**src/rtl/lif_layer.sv**
```systemverilog
// Layer of leaky integrate-and-fire neurons sharing one datapath; a tick walks the
// neurons one per cycle, then publishes the spike vector for that tick.
module lif_layer #(
    parameter int N_NEURONS = 8,
    parameter int STATE_W   = 16,
    parameter int REFRAC    = 2,
    localparam int IDX_W    = (N_NEURONS > 1) ? $clog2(N_NEURONS) : 1,
    localparam int RC_W     = (REFRAC > 0) ? $clog2(REFRAC + 1) : 1
) (
    input  logic                 clk,
    input  logic                 rst,
    input  logic                 tick,
    input  logic [7:0]           current,
    input  logic [7:0]           beta,
    input  logic [STATE_W-1:0]   threshold,
    input  logic                 wr_en,
    input  logic [IDX_W-1:0]     wr_addr,
    input  logic [7:0]           wr_data,
    input  logic [IDX_W-1:0]     state_sel,
    output logic                 busy,
    output logic                 done,
    output logic [N_NEURONS-1:0] spikes,
    output logic [7:0]           state_out,
    output logic                 overrun,
    output logic [1:0]           fsm_state
);
    typedef enum logic [1:0] {S_IDLE = 2'd0, S_UPDATE = 2'd1, S_DONE = 2'd2} state_t;

    state_t               state_q;
    logic [IDX_W-1:0]     idx_q;
    logic                 busy_q, done_q, overrun_q;
    logic [N_NEURONS-1:0] spikes_q, shadow_q;
    logic [7:0]           beta_q, state_out_q;
    logic [STATE_W-1:0]   thr_q;
    logic [STATE_W-1:0]   s_q  [N_NEURONS];
    logic [RC_W-1:0]      rc_q [N_NEURONS];
    logic [7:0]           w_q  [N_NEURONS];

    logic [15:0]          inp;
    logic [STATE_W+7:0]   dec;
    logic [STATE_W+8:0]   sum_raw;
    logic [STATE_W-1:0]   sum_sat, s_d;
    logic [RC_W-1:0]      rc_d;
    logic                 fire;
    logic [N_NEURONS-1:0] shadow_d;
    logic                 last_idx;

    // Datapath for the neuron at idx_q; the weight read here is the pre-write value.
    always_comb begin
        inp      = ({8'd0, current} * {8'd0, w_q[idx_q]}) >> 4;
        dec      = ({8'd0, s_q[idx_q]} * {{STATE_W{1'b0}}, beta_q}) >> 8;
        sum_raw  = {1'b0, dec} + {{(STATE_W-7){1'b0}}, inp};
        sum_sat  = (sum_raw > {9'd0, {STATE_W{1'b1}}}) ? {STATE_W{1'b1}} : sum_raw[STATE_W-1:0];
        fire     = 1'b0;
        s_d      = s_q[idx_q];
        rc_d     = rc_q[idx_q];
        if (rc_q[idx_q] != '0) begin
            rc_d = rc_q[idx_q] - 1'b1;
        end else if (sum_sat >= thr_q) begin
            fire = 1'b1;
            s_d  = sum_sat - thr_q;
            rc_d = RC_W'(REFRAC);
        end else begin
            s_d  = sum_sat;
        end
        shadow_d        = shadow_q;
        shadow_d[idx_q] = fire;
        last_idx        = (idx_q == IDX_W'(N_NEURONS - 1));
    end

    always_ff @(posedge clk) begin
        if (rst) begin
            state_q     <= S_IDLE;
            idx_q       <= '0;
            busy_q      <= 1'b0;
            done_q      <= 1'b0;
            overrun_q   <= 1'b0;
            spikes_q    <= '0;
            shadow_q    <= '0;
            beta_q      <= '0;
            thr_q       <= '0;
            state_out_q <= '0;
            for (int k = 0; k < N_NEURONS; k++) begin
                s_q[k]  <= '0;
                rc_q[k] <= '0;
                w_q[k]  <= 8'd16;
            end
        end else begin
            state_out_q <= s_q[state_sel][STATE_W-1 -: 8];
            done_q      <= 1'b0;
            if (wr_en) w_q[wr_addr] <= wr_data;
            case (state_q)
                S_UPDATE: begin
                    if (tick) overrun_q <= 1'b1;
                    s_q[idx_q]  <= s_d;
                    rc_q[idx_q] <= rc_d;
                    shadow_q    <= shadow_d;
                    if (last_idx) begin
                        // Publish directly so spikes are already valid in the DONE cycle.
                        spikes_q <= shadow_d;
                        busy_q   <= 1'b0;
                        done_q   <= 1'b1;
                        state_q  <= S_DONE;
                    end else begin
                        idx_q <= idx_q + 1'b1;
                    end
                end
                default: begin
                    state_q <= S_IDLE;
                    if (tick) begin
                        beta_q  <= beta;
                        thr_q   <= threshold;
                        idx_q   <= '0;
                        busy_q  <= 1'b1;
                        state_q <= S_UPDATE;
                    end
                end
            endcase
        end
    end

    assign busy      = busy_q;
    assign done      = done_q;
    assign spikes    = spikes_q;
    assign state_out = state_out_q;
    assign overrun   = overrun_q;
    assign fsm_state = state_q;
endmodule

```
**config.mk**
```make
export PLATFORM = sky130hd
export DESIGN_NAME = lif_layer
export DESIGN_NICKNAME = d
export VERILOG_FILES = /design/src/rtl/lif_layer.sv
export SDC_FILE = /design/constraint.sdc
export NUM_CORES = 1
export LEC_CHECK = 0
export ABC_CLOCK_PERIOD_IN_PS = 28200
export BUFFER_PORTS_ARGS = -buffer_cell sky130_fd_sc_hd__buf_2
export CAP_MARGIN = 20
export CORE_MARGIN = 8
export CORE_UTILIZATION = 34
export CTS_BUF_LIST = sky130_fd_sc_hd__clkbuf_8
export DETAILED_ROUTE_END_ITERATION = 16
export SLEW_MARGIN = 20
export SYNTH_ARGS = -nofsm -noshare
export SYNTH_HDL_FRONTEND = slang
export SYNTH_SLANG_ARGS = --single-unit
```
**constraint.sdc**
```tcl
create_clock -name clk -period 28.2 [get_ports clk]
set_input_delay 0 -clock clk [delete_from_list [all_inputs] [get_ports clk]]
set_output_delay 0 -clock clk [all_outputs]
set_load 0.01 [all_outputs]
```
== Yosys cells after proc, flatten, opt, wreduce, memory -nomap -nowiden ==
Memories as Yosys holds them, arrays and structs flattened. A register that Yosys moved wholly into a read port is not among the register bits.
Cells that the tools add are included.
Cells by class
  add/sub/neg operators: 4
  $mul: 2
  magnitude comparators: 4
  equal/unequal tests: 4
  muxes and demuxes: 43
  bitwise operators: 1
  reductions and logical operators: 12
Operators by type and width (number)
  16-bit 2-to-1 mux: 4
  3-bit 2-to-1 mux: 12
  16-bit by 8-bit multiplier with 24-bit output: 1
  1-bit 2-to-1 mux: 19
  16-bit by 12-bit adder with 17-bit output: 1
  17-bit by 16-bit > comparator with 1-bit output, second input constant: 1
  16-bit greater-or-equal comparator: 1
  8-bit by 8-bit multiplier with 16-bit output: 1
  16-bit OR reduction: 1
  16-bit subtractor: 1
  2-bit 2-to-1 mux: 5
  2-bit AND reduction: 5
  8-bit bitwise mux: 1
  8-bit 2-to-1 mux: 1
  8-bit OR reduction: 1
  3-bit by 4-bit < comparator with 1-bit output, second input constant: 1
  2-bit inequality test, second input constant: 2
  2-bit nonzero test: 2
  2-bit OR reduction: 2
  3-bit by 1-bit adder with 3-bit output, second input constant: 1
  1-bit demux with 3-bit select: 1
  3-bit equality test, second input constant: 1
  3-bit by 1-bit greater-or-equal comparator with 1-bit output, second input constant: 1
  2-bit by 1-bit equality test with 1-bit output, second input constant: 1
  other kinds (3): 3
Word-level totals
  register bits after elaboration: 48
  bits in writable memories: 208
  memories: 3
Memory list
  s_q: words 8, bits a word 16, rd ports 2, clocked after Yosys merged registers in 2, write ports 8, line 35  | logic [STATE_W-1:0] s_q [N_NEURONS];
  w_q: words 8, bits a word 8, rd ports 1, clocked after Yosys merged registers in 1, write ports 8, line 37  | logic [7:0] w_q [N_NEURONS];
  rc_q: words 8, bits a word 2, rd ports 1, clocked after Yosys merged registers in 1, write ports 8, line 36  | logic [RC_W-1:0] rc_q [N_NEURONS];

== Logic depth before layout (Yosys ltp) ==
  depth after elaboration: 8
  mapped depth: 47
  mapped depth without buffers: 40

== Worst setup path before layout ==
Ideal clock, no wire load.
  path type: flip-flop to flip-flop
  start point: reg (tool-made name)
  end point: mem s_q[0][3], data pin
  library setup time: 272 ps
  arrival: 10905 ps
  slack: 17023 ps
  stages on the path, launching flop included: 46
  clock period less this slack: 11177 ps
  path through: dfxtp_1 -> buf_2 -> buf_1 -> buf_2 -> buf_2 -> mux4_2 -> mux2i_1 -> nor2b_1 -> fa_1 -> fa_1 -> inv_1 -> fa_1 -> fa_1 -> inv_1 -> ha_1 -> nand4_1 -> nor4bb_1 -> and3_1 -> [... 10 more ...] -> nor2_1 -> o221ai_2 -> nor3_4 -> buf_4 -> nor2_1 -> ha_1 -> inv_1 -> fa_1 -> a21o_1 -> a21oi_1 -> o21ai_0 -> a21oi_1 -> o31a_1 -> clkbuf_1 -> clkbuf_1 -> nand3_1 -> o211ai_1 -> nor2_1
RTL lines (line)
  to (decl): 35

==> flow_metrics.py <==
metrics = {
    "outcome": {
        "status": "complete, no violations",
    },
    "placement": {
        "numPlacedInstances": 2629,
        "dp_hpwl_um": 39400,
        "io_buffers": 70,
        "place.gp.congestion": 0.925,
    },
    "setup_path": {
        "critical_path.endpoint_type": "flop",
        "max_stage_delay_ps": 670,
        "cp.required_ps": 28570,
        "cp_max_fo": 35,
        "critPathLaunchType": "flop",
        "arrival_ps": 13040,
        "slowest_stage": "mux2i_1",
        "crit_type": "flop to flop",
    },
    "sta": {
        "finalClockSkew_ps": 50.5,
        "finalSetupViolations": 0,
        "timing.final.crit_period_ps": 12670,
        "setup-tns-final_ps": 0,
        "rsz0062_at_grt": "false",
        "finalMaxSlewViolations": 0,
        "hold_viol": 0,
        "whs_ps": 114,
        "min_period_over_period_pct": 44.9,
        "max_slew_margin_pct": 28.9,
        "max_freq_mhz": 78.9,
        "tightest_slew_ps": 1040,
    },
    "final_layout": {
        "finalNonFillerCells": 2762,
        "syn_to_final_growth_pct": 13.5,
        "multiInputGateArea_um2": 11200,
        "nFillCells": 5629,
        "seq_area_um2": 7430,
        "nNetsFinal": 2231,
        "drive_gt1_share_pct": 14.0,
    },
    "clock_tree": {
        "cts_buffers": 48,
        "clk_latency_ps": 640,
        "clock_path_buffers": 3,
        "cts_root_buf": "clkbuf_8",
        "ctsResizeCount": 0,
        "clkTransAtPathRegs_ps": 60,
        "clock_sinks": 267,
        "cts_tree": "built",
        "hold_buffers": 42,
        "h-tree-depth": 2,
        "post-cts-setup-buffers": 0,
    },
    "grt": {
        "antenna_found_initial": 1,
        "grt.total_usage_pct": 16.4,
        "grt_pass1_wl_um": 85600,
        "grt_overflow": 0,
        "grt_pass1_vias": 15500,
        "grt_max_degree": 79,
    },
    "die": {
        "ioPinCount": 71,
        "die_x_um": 256,
        "fp.dieH_um": 256,
        "initial_core_util_pct": 34.2,
        "core_um2": 57400,
        "dieArea_um2": 65600,
        "num_rows": 88,
    },
    "synthesis": {
        "ys_ff_latch": 267,
        "yosys_warnings": 0,
        "yosys-top-cells-count": "edfxtp_1, inv_1, nor2_1",
        "avgSynthCellArea_um2": 10.7,
        "synth_area_um2": 19600,
        "synth_top_cell_by_area": "edfxtp_1",
        "ys.flop_type": "edfxtp_1",
        "synth.most_common_cell": "edfxtp_1",
        "synth_edf_count": 208,
        "synth-seq-area-share_pct": 37.9,
        "ys_types": 71,
        "netlist.area_leader.share_pct": 31.9,
        "synthCells": 1834,
        "async_reset_ff_share_pct": 0,
        "synth_area_leaders": "edfxtp_1, fa_1, mux4_2, ha_1, dfxtp_1",
        "syn-num-nets": 2109,
    },
    "drt": {
        "wl_um": 54600,
        "via_count": 14400,
        "via_per_inst": 5.21,
        "avgRoutedWirePerCell_um": 19.8,
        "drc_errors": 0,
        "drtAntennaViolNets": 0,
        "dr.pass1.iters": 7,
        "drt_iter0_drc": 1068,
    },
    "pwr": {
        "vdd_drop_max_mv": 0.165,
        "p_per_area_nw_per_um2": 114,
        "leakage_nw": 9.13,
    },
    "worst_hold_path": {
        "min_from": "state_sel[1]",
        "hold_path.class": "primary input to flop",
    },
    "flow_run": {
        "drv_cap": 0,
    },
}
## cells in the final DEF (no fill, tap or decap), types with 34 or more instances in the layout
master           n
and2_1         109
buf_4           34
nor2_1         171
buf_2           70
nor2b_1         98
inv_1          199
mux4_2          68
fa_1           121
clkbuf_8        51
ha_1           104
a21oi_1         80
dfxtp_1         56
edfxtp_1       208
nor3_1          53
nand2_1        139
nand2b_1        39
dlygate4sd3_1   42
## cell families after synthesis
logic type,after synthesis,share of synthesized area [%]
AO/OA/AOI/OAI,237,8.11
XOR/XNOR,41,1.83
adder cells (fa/ha/maj),225,19.0
buffers and inverters,247,4.80
flip-flops,267,37.9
multiplexers,105,9.79
AND/OR/NAND/NOR,712,18.6
## sequential cells by signal (all words and copies together) (netlist names), named ones only
register / flops
s_q: 128
w_q: 64
rc_q: 16
thr_q: 16
beta_q: 8
shadow_q: 8
spikes: 8
state_out: 8
idx_q: 3
fsm_state: 2
busy: 1
done: 1
overrun: 1
## critical path: cells and delay by family, from the launching register on
| family | cells | cell delay [ps] |
|---|---|---|
| xor+xnor | 1 | 150 |
| simple gates | 10 | 2220 |
| mux | 2 | 1260 |
| buf+inv | 4 | 820 |
| compound gates | 15 | 4160 |
| flops | 1 | 590 |
| fa+ha+maj | 8 | 3200 |
## worst paths after layout
check,endpoint,slack (ps),cells past startpoint
min,state_out[6],110,4
max reg2reg,s_q[0][11],15530,40
max,s_q[0][11],15530,40
min reg2reg,thr_q[2],460,2
## per-stage QoR
step                      util [%]  cell area [um^2]  power, W  worst slack [ps]
after floorplan                  -             19600   0.00165             17020
after global placement        36.4             20900   0.00216             15830
after detailed placement      36.4             20900   0.00216             15600
after CTS                     38.8             22200   0.00253             15570
after global routing          38.8             22200   0.00272             14530
final                         38.8             22200   0.00254             15530
## power by group
group          internal [W]  switching, W
clock network      0.000187      0.000167
registers          0.000449     0.0000127
logic              0.000596       0.00113
total               0.00123       0.00131
## final cells by class
| type | instances | share of cell area [%] |
|---|---|---|
| diodes | 1 | 0.0113 |
| clock buffers | 51 | 3.16 |
| clock inverters | 39 | 1.04 |
| inverters | 173 | 2.92 |
| multi-input cells | 1320 | 50.5 |
| flip-flops and latches | 267 | 33.4 |
| well taps | 765 | 4.30 |
| repair buffers | 146 | 4.61 |
## routing by layer
metal | part of all wire, % | global-route usage, % | wire [um]
met3 | 6.2 | 2.87 | 3390
met2 | 50 | 28.6 | 27000
met5 | 0 | 0 | 0
met4 | 2.8 | 5.66 | 1510
met1 | 41 | 20.3 | 22600
(Power assumes the default switching activity.)
